## config.mk

```make
export PLATFORM = sky130hd
export DESIGN_NAME = dmem_access_ctrl
export DESIGN_NICKNAME = d
export VERILOG_FILES = /design/src/rtl/dmem_access_ctrl.sv
export SDC_FILE = /design/constraint.sdc
export NUM_CORES = 1
export LEC_CHECK = 0
export ABC_CLOCK_PERIOD_IN_PS = 13500
export BUFFER_PORTS_ARGS = -buffer_cell sky130_fd_sc_hd__buf_2
export CAP_MARGIN = 20
export CORE_AREA = 2 2 233 235
export CTS_CLUSTER_SIZE = 30
export DETAILED_ROUTE_END_ITERATION = 16
export DIE_AREA = 0 0 235 237
export GPL_TIMING_DRIVEN = 0
export SYNTH_ARGS = -nofsm -noshare
export SYNTH_HDL_FRONTEND = slang
export SYNTH_SLANG_ARGS = --single-unit
```

## constraint.sdc

```tcl
create_clock -name clk -period 13.5 [get_ports clk]
set_clock_uncertainty 0.2 [all_clocks]
set_input_delay 2.7 -clock clk [delete_from_list [all_inputs] [get_ports clk]]
set_output_delay 2.7 -clock clk [all_outputs]
set_load 0.05 [all_outputs]
```

## src/rtl/dmem_access_ctrl.sv

```systemverilog
// Round-robin sequencer in front of a big-endian 64-bit data memory. Two requesters share it;
// sub-doubleword loads are extracted/extended and sub-doubleword stores use read-modify-write.
module dmem_access_ctrl #(
  parameter int unsigned MEM_BYTES = 1024,
  parameter int unsigned ADDR_W    = 10
) (
  input  logic        clk,
  input  logic        reset,
  input  logic        p0_req,
  input  logic        p0_we,
  input  logic [1:0]  p0_size,
  input  logic        p0_uns,
  input  logic [63:0] p0_addr,
  input  logic [63:0] p0_wdata,
  output logic        p0_ack,
  output logic        p0_err,
  output logic [63:0] p0_rdata,
  input  logic        p1_req,
  input  logic        p1_we,
  input  logic [1:0]  p1_size,
  input  logic        p1_uns,
  input  logic [63:0] p1_addr,
  input  logic [63:0] p1_wdata,
  output logic        p1_ack,
  output logic        p1_err,
  output logic [63:0] p1_rdata,
  output logic [63:0] mem_address,
  output logic [63:0] mem_write_data,
  output logic        mem_read,
  output logic        mem_write,
  input  logic [63:0] mem_read_data,
  output logic        busy
);

  typedef enum logic [1:0] {StIdle, StAccess, StWrite, StDone} state_e;

  state_e      state_q;
  logic        last_q;
  logic        port_q;
  logic        we_q;
  logic [1:0]  size_q;
  logic        uns_q;
  logic [63:0] addr_q;
  logic [63:0] wdata_q;
  logic [63:0] buf_q;

  logic        grant_p1;
  logic [3:0]  nbytes;
  logic [31:0] end_addr;
  logic        acc_err;
  logic [6:0]  lane_shift;
  logic [63:0] lane;
  logic [63:0] load_ext;
  logic [63:0] merge;
  logic        is_dword_store;

  // p1 wins only when alone or when p0 was served last
  assign grant_p1 = p1_req && (!p0_req || !last_q);

  always_comb begin
    nbytes         = 4'd1 << size_q;
    end_addr       = 32'(addr_q[ADDR_W-1:0]) + 32'(nbytes);
    acc_err        = end_addr > MEM_BYTES;
    is_dword_store = we_q && (size_q == 2'd3);
    // Big-endian: the addressed bytes sit at the top of the read word
    lane_shift     = 7'd64 - {nbytes, 3'b000};
    lane           = mem_read_data >> lane_shift;
    merge          = (mem_read_data & ~({64{1'b1}} << lane_shift)) | (wdata_q << lane_shift);
    load_ext       = lane;
    unique case (size_q)
      2'd0: load_ext = uns_q ? {56'd0, lane[7:0]}  : {{56{lane[7]}}, lane[7:0]};
      2'd1: load_ext = uns_q ? {48'd0, lane[15:0]} : {{48{lane[15]}}, lane[15:0]};
      2'd2: load_ext = uns_q ? {32'd0, lane[31:0]} : {{32{lane[31]}}, lane[31:0]};
      2'd3: load_ext = lane;
    endcase
  end

  always_comb begin
    mem_read       = 1'b0;
    mem_write      = 1'b0;
    mem_address    = '0;
    mem_write_data = '0;
    unique case (state_q)
      StAccess: begin
        mem_address = addr_q;
        if (!acc_err) begin
          if (is_dword_store) begin
            mem_write      = 1'b1;
            mem_write_data = wdata_q;
          end else begin
            mem_read = 1'b1;
          end
        end
      end
      StWrite: begin
        mem_address    = addr_q;
        mem_write      = 1'b1;
        mem_write_data = buf_q;
      end
      default: ;
    endcase
  end

  assign busy = (state_q != StIdle);

  always_ff @(posedge clk or posedge reset) begin
    if (reset) begin
      state_q  <= StIdle;
      last_q   <= 1'b1;
      port_q   <= 1'b0;
      we_q     <= 1'b0;
      size_q   <= 2'd0;
      uns_q    <= 1'b0;
      addr_q   <= '0;
      wdata_q  <= '0;
      buf_q    <= '0;
      p0_ack   <= 1'b0;
      p0_err   <= 1'b0;
      p0_rdata <= '0;
      p1_ack   <= 1'b0;
      p1_err   <= 1'b0;
      p1_rdata <= '0;
    end else begin
      unique case (state_q)
        StIdle: begin
          if (p0_req || p1_req) begin
            port_q  <= grant_p1;
            we_q    <= grant_p1 ? p1_we    : p0_we;
            size_q  <= grant_p1 ? p1_size  : p0_size;
            uns_q   <= grant_p1 ? p1_uns   : p0_uns;
            addr_q  <= grant_p1 ? p1_addr  : p0_addr;
            wdata_q <= grant_p1 ? p1_wdata : p0_wdata;
            state_q <= StAccess;
          end
        end
        StAccess: begin
          if (!acc_err && we_q && !is_dword_store) begin
            buf_q   <= merge;
            state_q <= StWrite;
          end else begin
            p0_ack   <= !port_q;
            p1_ack   <= port_q;
            p0_err   <= !port_q && acc_err;
            p1_err   <= port_q && acc_err;
            p0_rdata <= (!port_q && !acc_err && !we_q) ? load_ext : '0;
            p1_rdata <= (port_q && !acc_err && !we_q) ? load_ext : '0;
            state_q  <= StDone;
          end
        end
        StWrite: begin
          p0_ack  <= !port_q;
          p1_ack  <= port_q;
          state_q <= StDone;
        end
        StDone: begin
          p0_ack   <= 1'b0;
          p0_err   <= 1'b0;
          p0_rdata <= '0;
          p1_ack   <= 1'b0;
          p1_err   <= 1'b0;
          p1_rdata <= '0;
          last_q   <= port_q;
          state_q  <= StIdle;
        end
        default: state_q <= StIdle;
      endcase
    end
  end

endmodule

```

# Yosys cells after proc, flatten, opt, wreduce, memory -nomap -nowiden
# Index checks and enable logic that the tools add are counted.
dict set report op_classes {
  reduce_logical 28
  n_shift 4
  n_bitwise 3
  mul 0
  add_sub_neg 2
  mux 36
  div_mod_pow 0
  n_eq_ne 8
  n_lt_le_gt_ge 1
}
# cell n
set op_table {}
lappend op_table {{$mux W64} 12}
lappend op_table {{$pmux W64 S2} 3}
lappend op_table {{$pmux W64 S4} 1}
lappend op_table {{$and A64 B64 Y64} 1}
lappend op_table {{$not A64 Y64} 1}
lappend op_table {{$or A64 B64 Y64} 1}
lappend op_table {{$shl A64 B7 Y64} 1}
lappend op_table {{$shl A64 B7 Y64 const A} 1}
lappend op_table {{$shr A64 B7 Y64} 1}
lappend op_table {{$mux W1} 12}
lappend op_table {{$add A10 B4 Y11} 1}
lappend op_table {{$gt A11 B11 Y1 const B} 1}
lappend op_table {{$logic_and A1 B1 Y1} 10}
lappend op_table {{$eq A2 B2 Y1 const B} 4}
lappend op_table {{$pmux W2 S4} 1}
lappend op_table {{$reduce_and A2 Y1} 4}
lappend op_table {{$sub A7 B7 Y7 const A} 1}
lappend op_table {{$logic_not A1 Y1} 6}
lappend op_table {{$pmux W1 S2} 3}
lappend op_table {{$pmux W1 S3} 2}
lappend op_table {{$eq A2 B1 Y1 const B} 2}
lappend op_table {{$logic_not A2 Y1} 2}
lappend op_table {{$mux W2} 2}
lappend op_table {{$ne A2 B2 Y1 const B} 2}
lappend op_table {{other kinds (5)} 7}
dict set report totals {
  ram_bits 0
  inputBits 332
  regBits 332
  latch_bits 0
  output_inout_bits 263
  elab_cells 97
  n_memories 0
  rom_bits 0
}

# Logic depth before layout (Yosys ltp)
dict set report depth {
  ltp_word 9
  depth_mapped 14
  depth_no_buf 10
}

# Worst setup path after synthesis
# No wires, ideal clock.
dict set report synth_timing {
  path_type {flip-flop to output port}
  start {register size_q[0]}
  end {output port mem_write_data[10]}
  t_arrival_ps 3113
  stages_incl_launch_ff 14
  t_required_ps 10600
  path_slack_ps 7487
  n_path_buf 4
  path_cell_list {dfrtp_1 buf_2 buf_2 nand2b_1 inv_1 ha_1 xnor2_1 a2111oi_2 o2111ai_1 nand2_2 and3_4 buf_8 buf_12 a22o_1}
}
dict set report synth_via {
  elab_chain_cells 5
  elab_cells_between_ends 8
  classes_between {add/sub (1); order compare (1); eq/ne (1); shift (1); mux (3); reduce/logical (1)}
}
# element line
set synth_lines {}
lappend synth_lines {{start, declared} 41} ;# logic [1:0] size_q;
lappend synth_lines {{start signal, assigned} 129} ;# size_q <= grant_p1 ? p1_size : p0_size;
lappend synth_lines {{$shl A1 B2 Y4 / $eq A2 B2 Y1 (equally long branches)} {61, 64}}
lappend synth_lines {{$add A10 B4 Y11 / $logic_and A1 B1 Y1 (equally long branches)} {62, 64}}
lappend synth_lines {{$gt A11 B11 Y1 / $mux W64 (equally long branches)} {63, 87}}
lappend synth_lines {{$mux W64 (*)} 86} ;# if (!acc_err) begin
lappend synth_lines {{$pmux W64 S2 (*)} 83} ;# unique case (state_q)
lappend synth_lines {{end, declared} 28} ;# output logic [63:0] mem_write_data,
# Every way passes the cells marked *; elsewhere a longest branch is shown, timed or not.

# Worst setup path after layout
dict set report layout_timing {
  start {register size_q[1]}
  end {output port mem_write_data[11]}
}
# Same word-level chain as after synthesis.

==> load_flow_metrics.sql <==
INSERT INTO impl_metrics (metric_group, metric, value, unit) VALUES
('outcome', 'outcome', 'finished clean', ''),
('setup_path', 'timing.critical_path.slowest_cell_delay', '530', 'ps'),
('placement', 'pre_cts_ws', '6370', 'ps'),
('min_path', 'worstHoldPathCells', '2', ''),
('synth', 'ys.flop_type', 'dfrtp_1', ''),
('cells_and_area', 'areaGrowthSynthToFinish', '32.3', '%'),
('power_and_ir_drop', 'worst_ir_drop_vdd', '166', 'uV'),
('synth', 'yosysUniqueCellTypes', '50', ''),
('setup_path', 'timing.reg2reg.worst_path_depth', '12', ''),
('setup_path', 'crit_path_start_kind', 'register', ''),
('clock_network', 'clock_tree.buffer_depth', '3', ''),
('timing', 'timing.final.max_slew_violations', '0', ''),
('clock_network', 'htreeDepth', '2', ''),
('global_route', 'grt_usage', '27.2', '%'),
('setup_path', 'data_required_time_of_the_critical_path', '10600', 'ps'),
('cells_and_area', 'layout_cell_share_with_drive_strength_beyond_1', '32.2', '%'),
('die', 'row_count', '85', ''),
('route', 'wire_per_inst', '25.8', 'um'),
('synth', 'post_synth_inst_count', '1627', ''),
('timing', 'achievable-frequency', '129', 'MHz'),
('die', 'starting_density_of_the_core', '31.1', '%'),
('placement', 'placement.io_buffers', '594', ''),
('cells_and_area', 'multi_input_comb_area', '0.00752', 'mm2'),
('synth', 'netlist_area', '0.0166', 'mm2'),
('global_route', 'met3_usage', '6.71', '%'),
('clock_network', 'tritoncts_num_sinks', '332', ''),
('clock_network', 'cts_inserted_buffers', '41', ''),
('cells_and_area', 'finish.instance_area', '0.0219', 'mm2'),
('setup_path', 'worst_setup_path_category', 'register to output pin', ''),
('cells_and_area', 'fillers', '5357', ''),
('clock_network', 'cts.repair_timing.setup_buffer_count', '0', ''),
('global_route', 'globalRouteMet2Util', '46.5', '%'),
('synth', 'synth.avg_cell_area', '10.2', 'um2'),
('min_path', 'hold_path_end', 'addr_q[53]', ''),
('placement', 'place_hpwl', '61700', 'um'),
('cells_and_area', 'utilization', '41.2', '%'),
('timing', 'worst_slack', '5730', 'ps'),
('cells_and_area', 'instances_no_fill', '3007', ''),
('clock_network', 'worst_skew_pair.late_latency', '570', 'ps'),
('die', 'die_width', '235', 'um'),
('synth', 'postSynth.asyncResetShare', '100', '%'),
('synth', 'yosys_register_bits', '332', ''),
('die', 'design.core.area', '0.0533', 'mm2'),
('route', 'drc_errors', '0', ''),
('min_path', 'hold_path_class', 'register to register', ''),
('setup_path', 'crit_path_frequent_cell', 'clkbuf_1', ''),
('cells_and_area', 'fin_nets', '2608', ''),
('die', 'die_h', '237', 'um'),
('global_route', 'grt_pass1_vias', '16407', ''),
('setup_path', 'timing.reg2reg.setup_slack', '8880', 'ps'),
('timing', 'setup_violations', '0', ''),
('cells_and_area', 'storage_cell_area', '0.00831', 'mm2'),
('timing', 'worstMarginPinSlew', '993', 'ps'),
('setup_path', 'critical_path.cell_chain', 'clkbuf_1 -> clkbuf_1 -> nand2b_1 -> inv_1 -> ha_1 -> xnor2_1 -> a2111oi_2 -> o2111ai_1 -> nand2_2 -> and3_4 -> buf_8 -> buf_12 -> a22o_1 -> buf_2', ''),
('synth', 'seq_area_frac_synth', '50.1', '%'),
('clock_network', 'postCtsResizedCells', '0', ''),
('synth', 'yosysWarnings', '0', ''),
('power_and_ir_drop', 'power-per-cell-area', '299', 'mW/mm2'),
('timing', 'hold_viol_final', '0', ''),
('synth', 'synth_enable_flop_cells', '0', ''),
('placement', 'gp_congestion', '0.907', ''),
('flow_run', 'cap_viol_max_count', '0', ''),
('timing', 'post-route-min-period', '7770', 'ps'),
('setup_path', 'cp_data_arrival_time', '4870', 'ps'),
('clock_network', 'holdBufCountCts', '0', ''),
('synth', 'synth.net_count', '1969', ''),
('die', 'top_level_ports', '595', ''),
('setup_path', 'critPathMaxFanout', '10', ''),
('clock_network', 'cts.reportedPaths.clkPinSlew', '60', 'ps'),
('timing', 'rsz0062_at_grt', 'no', ''),
('global_route', 'grt_antenna_before_repair', '26', '');
flip-flops by register name (all words and copies together), names as in the netlist:
register / cells
addr_q: 64
buf_q: 64
p0_rdata: 64
p1_rdata: 64
wdata_q: 64
size_q: 2
state_q: 2
last_q: 1
p0_ack: 1
p0_err: 1
p1_ack: 1
p1_err: 1
port_q: 1
uns_q: 1
we_q: 1
logic make-up (layout without fill, tap and decap cells):
| family | count (synthesis) | after routing | synth area share (%) |
|---|---|---|---|
| buf+inv | 154 | 825 | 4.47 |
| simple gates | 499 | 499 | 13.2 |
| other cells | 0 | 13 | 0 |
| mux | 182 | 182 | 12.8 |
| fa+ha+maj | 11 | 11 | 0.861 |
| xor+xnor | 1 | 1 | 0.0529 |
| flops | 332 | 332 | 50.1 |
| compound gates | 448 | 448 | 18.5 |
power breakdown:
group,switching [mW],internal [mW]
logic,2.61,0.983
registers,0.372,1.43
clock network,0.468,0.696
placed cells by master (no fill, tap or decap), types with 3 or more instances in the layout:
master / instances
a21o_1: 3
a21oi_1: 43
a22o_1: 131
and2_1: 68
and3_1: 3
buf_1: 11
buf_12: 5
buf_2: 623
buf_4: 9
bufinv_16: 5
clkbuf_1: 96
clkbuf_16: 41
clkbuf_8: 6
clkinv_2: 3
clkinv_4: 4
dfrtp_1: 331
diode_2: 13
ha_1: 9
inv_1: 11
inv_6: 3
mux2i_1: 157
mux4_2: 24
nand2_1: 372
nand2b_1: 15
nand3_1: 3
nor2_1: 7
nor2b_1: 17
o211ai_1: 15
o21ai_0: 180
o2bb2ai_1: 62
stage by stage:
step	TNS, ps	total power, mW	hold WS (ps)
floorplan	0	4.21	242
global placement	-784180	5.34	254
detailed placement	0	5.39	262
CTS	0	6.58	275
global route	0	6.90	296
finish	0	6.56	272
layout make-up:
cell class	instances	area share (%)
inverter	12	0.240
multi-input combinational	1141	34.3
tap	696	3.97
clock inverter	19	1.25
buffer	142	3.17
sequential	332	37.9
timing repair buffer	596	13.8
clock buffer	56	5.21
antenna	13	0.148
worst max-delay path by stage:
stage | endpoint | cells after the start | slack [ps] | start
finish | mem_write_data[11] | 14 | 5730 | size_q[1]
global route | mem_write_data[2] | 13 | 5420 | size_q[1]
CTS | mem_write_data[11] | 14 | 5730 | size_q[1]
detailed placement | mem_write_data[11] | 14 | 6370 | size_q[1]
global placement | p0_rdata[51] | 2 | -2410 | reset
floorplan | addr_q[0] | 1 | 1410 | reset
Yosys cell counts, types with 2 or more instances:
master	instances	area, um2
o2bb2ai_1	62	543
dfrtp_1	331	8280
buf_4	9	67.6
mux4_2	24	541
clkbuf_1	87	327
a21oi_1	43	215
o31ai_1	2	15.0
buf_12	5	100
nand2_1	372	1400
nand2b_1	15	93.8
or2_2	2	12.5
buf_1	11	41.3
ha_1	9	113
inv_1	12	45.0
and3_1	3	18.8
o22ai_1	2	12.5
buf_2	29	145
a22o_1	131	1150
o21ai_0	180	901
nor2b_1	17	106
o211ai_1	15	113
mux2i_1	157	1570
and4_1	2	17.5
and2_1	68	425
nand3_1	3	15.0
nor2_1	7	26.3
nor3_1	2	10.0
a21o_1	3	22.5
nand4_1	2	12.5
o21ai_2	2	17.5
critical path, delay by kind of cell (launching register included):
kind / cells / cell delay, ps
buffers and inverters: 6 / 1720
AND/OR/NAND/NOR: 3 / 920
AO/OA/AOI/OAI: 3 / 860
adder cells (fa/ha/maj): 1 / 320
flip-flops: 1 / 310
XOR/XNOR: 1 / 160
metal layers:
layer  vias to the layer above  routed length (um)
met5                         -                 110
met4                        18                2990
met3                       162                5840
met2                       756               37900
met1                      7819               30700
li1                       7066                   -
(Power assumes the default switching activity.)
